==> src/rtl/Purple_Jade_pkg.sv <==
// Shared types and constants for the Purple_Jade issue/execute slice.
package Purple_Jade_pkg;

  localparam int unsigned WORD_SIZE_P = 16;
  localparam int unsigned TAG_W       = 4;
  localparam int unsigned OPCODE_W    = 4;
  localparam int unsigned CDB_DEST_W  = 6;
  localparam int unsigned NUM_FU      = 4;
  localparam int unsigned FU_MUL      = 2;

  localparam logic [OPCODE_W-1:0] MUL_OP_LO   = OPCODE_W'(0);
  localparam logic [OPCODE_W-1:0] MUL_OP_HI_S = OPCODE_W'(1);
  localparam logic [OPCODE_W-1:0] MUL_OP_HI_U = OPCODE_W'(2);

  typedef struct packed {
    logic [OPCODE_W-1:0]    opcode;
    logic [TAG_W-1:0]       dest_id;
    logic                   w_v;
    logic [WORD_SIZE_P-1:0] source_1_data;
    logic                   source_1_v;
    logic [WORD_SIZE_P-1:0] source2_imm_data;
    logic                   source_2_v;
  } issued_instruction_t;

  typedef struct packed {
    logic                   valid;
    logic [CDB_DEST_W-1:0]  dest;
    logic [WORD_SIZE_P-1:0] result;
  } CDB_t;

  // Per-stage payload carried down the multiply pipeline.
  typedef struct packed {
    logic [CDB_DEST_W-1:0]  dest;
    logic [WORD_SIZE_P-1:0] result;
  } mul_payload_t;

endpackage

==> src/rtl/mul_pipe_stage.sv <==
// One valid+payload pipeline register; payload is zeroed whenever the stage is invalid.
module mul_pipe_stage #(
  parameter int unsigned PAYLOAD_W = 8
) (
  input  logic                 clk_i,
  input  logic                 reset_n_i,
  input  logic                 flush_i,
  input  logic                 valid_i,
  input  logic [PAYLOAD_W-1:0] payload_i,
  output logic                 valid_o,
  output logic [PAYLOAD_W-1:0] payload_o
);

  logic                 valid_d, valid_q;
  logic [PAYLOAD_W-1:0] payload_d, payload_q;

  always_comb begin
    valid_d   = valid_i & ~flush_i;
    payload_d = '0;
    if (valid_d) payload_d = payload_i;
  end

  always_ff @(posedge clk_i or negedge reset_n_i) begin
    if (!reset_n_i) begin
      valid_q   <= 1'b0;
      payload_q <= '0;
    end else begin
      valid_q   <= valid_d;
      payload_q <= payload_d;
    end
  end

  assign valid_o   = valid_q;
  assign payload_o = payload_q;

endmodule

==> src/rtl/mul_fu.sv <==
// Fully pipelined integer multiply unit driving one CDB slot after LATENCY_P cycles.
// Optional flush_i squash port enabled by defining PJ_MUL_FLUSH_EN.
module mul_fu
  import Purple_Jade_pkg::*;
#(
  parameter int unsigned WORD_SIZE_P = Purple_Jade_pkg::WORD_SIZE_P,
  parameter int unsigned LATENCY_P   = 3
) (
  input  logic                clk_i,
  input  logic                reset_n_i,
  input  issued_instruction_t instruction_i,
  input  logic                valid_i,
  output CDB_t                cdb_o,
  output logic                busy_o
`ifdef PJ_MUL_FLUSH_EN
  ,
  input  logic                flush_i
`endif
);

  localparam int unsigned W         = WORD_SIZE_P;
  localparam int unsigned PAYLOAD_W = $bits(mul_payload_t);

  logic                   flush_c;
  logic signed [2*W-1:0]  a_ext_c, b_ext_c, prod_c;
  logic                   sign_ext_c, take_hi_c;
  mul_payload_t           payload_c;
  mul_payload_t           out_pl_c;
  logic                   busy_d, busy_q;
  logic                   unused_c;

  logic                   stg_v  [LATENCY_P+1];
  logic [PAYLOAD_W-1:0]   stg_pl [LATENCY_P+1];

`ifdef PJ_MUL_FLUSH_EN
  assign flush_c = flush_i;
`else
  assign flush_c = 1'b0;
`endif

  // Readiness and write-enable bits are guaranteed by the issue table.
  assign unused_c = ^{instruction_i.source_1_v, instruction_i.source_2_v, instruction_i.w_v};

  // Only HI_S sign-extends; the low half is identical either way.
  always_comb begin
    sign_ext_c = (instruction_i.opcode == MUL_OP_HI_S);
    take_hi_c  = (instruction_i.opcode == MUL_OP_HI_S) || (instruction_i.opcode == MUL_OP_HI_U);
    a_ext_c    = sign_ext_c ? {{W{instruction_i.source_1_data[W-1]}}, instruction_i.source_1_data}
                            : {{W{1'b0}}, instruction_i.source_1_data};
    b_ext_c    = sign_ext_c ? {{W{instruction_i.source2_imm_data[W-1]}}, instruction_i.source2_imm_data}
                            : {{W{1'b0}}, instruction_i.source2_imm_data};
    prod_c     = a_ext_c * b_ext_c;
    payload_c.dest   = CDB_DEST_W'(instruction_i.dest_id);
    payload_c.result = take_hi_c ? prod_c[2*W-1:W] : prod_c[W-1:0];
  end

  assign stg_v[0]  = valid_i;
  assign stg_pl[0] = payload_c;

  for (genvar i = 0; i < LATENCY_P; i++) begin : g_stage
    mul_pipe_stage #(
      .PAYLOAD_W (PAYLOAD_W)
    ) u_stage (
      .clk_i     (clk_i),
      .reset_n_i (reset_n_i),
      .flush_i   (flush_c),
      .valid_i   (stg_v[i]),
      .payload_i (stg_pl[i]),
      .valid_o   (stg_v[i+1]),
      .payload_o (stg_pl[i+1])
    );
  end

  // busy mirrors the OR of the stage valids as they will be after this edge.
  always_comb begin
    busy_d = 1'b0;
    for (int unsigned i = 0; i < LATENCY_P; i++) busy_d = busy_d | stg_v[i];
    busy_d = busy_d & ~flush_c;
  end

  always_ff @(posedge clk_i or negedge reset_n_i) begin
    if (!reset_n_i) busy_q <= 1'b0;
    else            busy_q <= busy_d;
  end

  assign out_pl_c     = mul_payload_t'(stg_pl[LATENCY_P]);
  assign cdb_o.valid  = stg_v[LATENCY_P];
  assign cdb_o.dest   = out_pl_c.dest;
  assign cdb_o.result = out_pl_c.result;
  assign busy_o       = busy_q;

endmodule

==> config.mk <==
export PLATFORM = sky130hd
export DESIGN_NAME = mul_fu
export DESIGN_NICKNAME = d
export VERILOG_FILES = /design/src/rtl/Purple_Jade_pkg.sv /design/src/rtl/mul_pipe_stage.sv /design/src/rtl/mul_fu.sv
export SDC_FILE = /design/constraint.sdc
export NUM_CORES = 1
export LEC_CHECK = 0
export CAP_MARGIN = 20
export CORE_UTILIZATION = 36
export DETAILED_ROUTE_END_ITERATION = 6
export SLEW_MARGIN = 20
export SYNTH_ARGS = -nofsm -noshare
export SYNTH_HDL_FRONTEND = slang
export SYNTH_HIERARCHICAL = 1
export SYNTH_SLANG_ARGS = --single-unit
==> constraint.sdc <==
create_clock -name clk_i -period 1.7 [get_ports clk_i]
set_input_delay 0.17 -clock clk_i [delete_from_list [all_inputs] [get_ports clk_i]]
set_output_delay 0.17 -clock clk_i [all_outputs]
set_load 0.02 [all_outputs]
==> impl_metrics.sql <==
INSERT INTO impl_metrics (metric_group, metric, value, unit) VALUES
('placed_design', 'placed_cell_area', '19000', 'um^2'),
('global_route', 'grt_first_pass_wirelength', '66.4', 'mm'),
('sta', 'final-hold-violation-count', '0', ''),
('setup_path', 'critical-path-top-cell-by-count', 'sky130_fd_sc_hd__fa_1', ''),
('clocking', 'tritoncts.num_buffers', '9', ''),
('synth', 'biggest_area_consumer_among_synthesized_cells', 'sky130_fd_sc_hd__fa_1', ''),
('floorplan', 'dieWidth', '211', 'um'),
('setup_path', 'kind_of_end_point_of_the_critical_path', 'flop', ''),
('floorplan', 'io_pins', '70', ''),
('setup_path', 'crit_path_top_delay_cell', 'sky130_fd_sc_hd__fa_2', ''),
('setup_path', 'cp_max_fo', '5', ''),
('sta', 'worst_clock_skew', '0.00434', 'ns'),
('cells_and_area', 'area_growth_syn_to_layout', '30.7', '%'),
('synth', 'yosys_most_used_dff', 'sky130_fd_sc_hd__dfrtp_1', ''),
('synth', 'synth.avg_cell_area', '9.86', 'um^2'),
('route', 'via_count', '11582', ''),
('synth', 'ys_ff_latch', '70', ''),
('sta', 'max_slew_margin', '0.658', ''),
('setup_path', 'critPathTopFamily', 'adder cells', ''),
('setup_path', 'crit_required', '1.91', 'ns'),
('route', 'routed_wirelength', '40.2', 'mm'),
('global_route', 'grt_start_max_net_pins', '71', ''),
('cells_and_area', 'drive_gt1_frac', '0.255', ''),
('route', 'drt_iter0_drc', '452', ''),
('min_path', 'type_of_the_worst_min_delay_path', 'in2async', ''),
('global_route', 'gr-usage-all-layers', '0.192', ''),
('clocking', 'tritoncts', 'yes', ''),
('synth', 'ys_seq_area_frac', '0.112', ''),
('setup_path', 'regToRegStartpoint', 'g_stage[0].u_stage/valid_o', ''),
('job', 'max_cap_violations', '0', ''),
('cells_and_area', 'final_area', '20500', 'um^2'),
('synth', 'netlist_top_cells_area', 'sky130_fd_sc_hd__fa_1 43%, sky130_fd_sc_hd__ha_1 11%, sky130_fd_sc_hd__dfrtp_1 11%', ''),
('setup_path', 'r2r_end', 'busy_o', ''),
('floorplan', 'floorplan.initialDensity', '0.365', ''),
('clocking', 'cts_sinks', '70', ''),
('clocking', 'clkSlewWorstSetupHoldPaths', '0.05', 'ns'),
('global_route', 'gr-usage-met1', '0.243', ''),
('setup_path', 'cp-start-kind', 'input pin', ''),
('global_route', 'groute.layer.met2.usage', '0.348', ''),
('sta', 'finalSetupViolations', '16', ''),
('floorplan', 'placeableCoreArea', '43000', 'um^2'),
('synth', 'post_synth_edffs', '0', ''),
('floorplan', 'die_h', '211', 'um'),
('clocking', 'cts-htree-levels', '3', ''),
('setup_path', 'path_depth', '28', ''),
('synth', 'post-synth-top-area-fraction', '0.426', ''),
('global_route', 'vias_in_the_first_global_route', '12921', ''),
('route', 'routed_wire_length_per_instance', '16.1', 'um'),
('sta', 'fmaxAchievable', '0.146', 'GHz'),
('global_route', 'number_of_antenna_violations_at_the_first_check_in_global_routing', '2', ''),
('synth', 'post_synth_most_frequent_cells', '367 x sky130_fd_sc_hd__inv_1, 334 x sky130_fd_sc_hd__fa_1, 154 x sky130_fd_sc_hd__and2_1, 143 x sky130_fd_sc_hd__ha_1, 138 x sky130_fd_sc_hd__nand2_1', ''),
('route', 'antenna_left', '0', ''),
('route', 'vias_per_cell', '4.65', ''),
('global_route', 'gr-total-overflow', '0', ''),
('clocking', 'clock_tree.root_cell', 'sky130_fd_sc_hd__clkbuf_16', ''),
('placed_design', 'numPortBuffers', '66', ''),
('setup_path', 'regToRegSetupSlack', '0.58', 'ns'),
('clocking', 'clkLatencyLatePin', '0.33', 'ns'),
('route', 'detail_route.first_pass.iterations', '5', ''),
('run_status', 'failing_checks', 'negative setup slack', ''),
('synth', 'synth_cells', '1590', ''),
('sta', 'setup_ws', '-5.17', 'ns'),
('setup_path', 'path_class', 'in2reg', ''),
('sta', 'period_minus_slack', '6.87', 'ns'),
('run_status', 'status', 'finished, violations left', ''),
('placed_design', 'hpwlAfterDp', '34.4', 'mm'),
('cells_and_area', 'layout.nets', '2423', ''),
('synth', 'post_syn_area', '15700', 'um^2'),
('sta', 'finalMaxSlewViolations', '0', ''),
('cells_and_area', 'post-route-util', '0.477', ''),
('global_route', 'met3_usage', '0.0183', '');
final cells by class:
class                           instances  area [um^2]  area share
Antenna cell                            1         2.50    0.000122
Clock inverter                          6         86.3     0.00421
Multi-Input combinational cell       1103        13200       0.643
Timing Repair Buffer                  349         3130       0.153
Inverter                              367         1380      0.0673
Clock buffer                           10          229      0.0112
Tap cell                              585          732      0.0357
Sequential cell                        70         1750      0.0855
repair_timing:
item / CTS / global route
buffers inserted: 50 / 5
hold buffers: 1 / 0
cloned: 3 / 0
setup endpoints to repair: 16 / 16
endpoints found under the hold margin: 70 / 0
resized for setup: 229 / 59
pin swaps: 121 / 70
cell usage in the layout (no fill, tap or decap), drive strengths merged, types with 2 or more instances in the layout:
cell / n
inv: 367
fa: 334
buf: 294
and2: 154
ha: 143
nand2: 138
dfrtp: 70
and3b: 66
xnor2: 63
a21oi: 38
clkdlybuf4s50: 32
and3: 24
o21ai: 21
nor2: 18
conb: 17
a21o: 16
dlygate4sd2: 13
xor2: 12
clkbuf: 11
clkdlybuf4s15: 7
nor3: 6
nand3: 6
nor2b: 5
a31oi: 5
or3: 4
or2: 3
nand2b: 3
o21bai: 3
a211oi: 3
clkinv: 3
o211ai: 2
nand4: 2
o31ai: 2
bufinv: 2
and4: 2
a21boi: 2
routing by layer:
metal	vias up	share of wire
met5	-	0
met4	0	0.028
met3	64	0.034
met2	245	0.51
met1	5909	0.43
li1	5364	-
worst min-delay path by stage:
stage / start / endpoint / slack (ns) / cells past startpoint
after global placement: reset_n_i / g_stage[2].u_stage/payload_o[3] / 0.21 / 2
after global routing: reset_n_i / g_stage[2].u_stage/payload_o[2] / 0.44 / 3
after CTS: reset_n_i / g_stage[2].u_stage/payload_o[5] / 0.41 / 3
after detailed placement: reset_n_i / g_stage[2].u_stage/payload_o[5] / 0.22 / 2
after floorplan: reset_n_i / busy_o / -0.13 / 0
final: reset_n_i / g_stage[2].u_stage/payload_o[5] / 0.40 / 3
kinds of logic after synthesis:
kind of cell / Yosys count / share of synthesized area
flip-flops: 70 / 0.112
AO/OA/AOI/OAI: 99 / 0.0393
XOR/XNOR: 75 / 0.0419
AND/OR/NAND/NOR: 435 / 0.160
adder cells (fa/ha/maj): 477 / 0.541
buffers and inverters: 433 / 0.106
other: 1 / 0.000239
state kept, by name, summed over array words and instances (netlist names):
register                   count
busy_o                         1
g_stage.u_stage/payload_o     66
g_stage.u_stage/valid_o        3
per-stage QoR:
stage	hold WS (ns)	TNS, ns	std cells	setup slack, ns
3_5_place_dp	0.220	-91.28	2421	-6.09
3_3_place_gp	0.213	-89.70	2421	-5.97
2_1_floorplan	-0.126	-77.56	1606	-5.28
5_1_grt	0.441	-80.70	2491	-5.37
4_1_cts	0.406	-77.76	2488	-5.17
6_report	0.403	-77.19	2491	-5.17
worst min-delay path, stage by stage:
cell and delay [ns]:
sky130_fd_sc_hd__dlygate4sd3_1 0.53, sky130_fd_sc_hd__buf_2 0.13, sky130_fd_sc_hd__buf_12 0.29
Power is not shown: default switching activity piles up to over one toggle a cycle in this logic, so the estimate is an artifact.
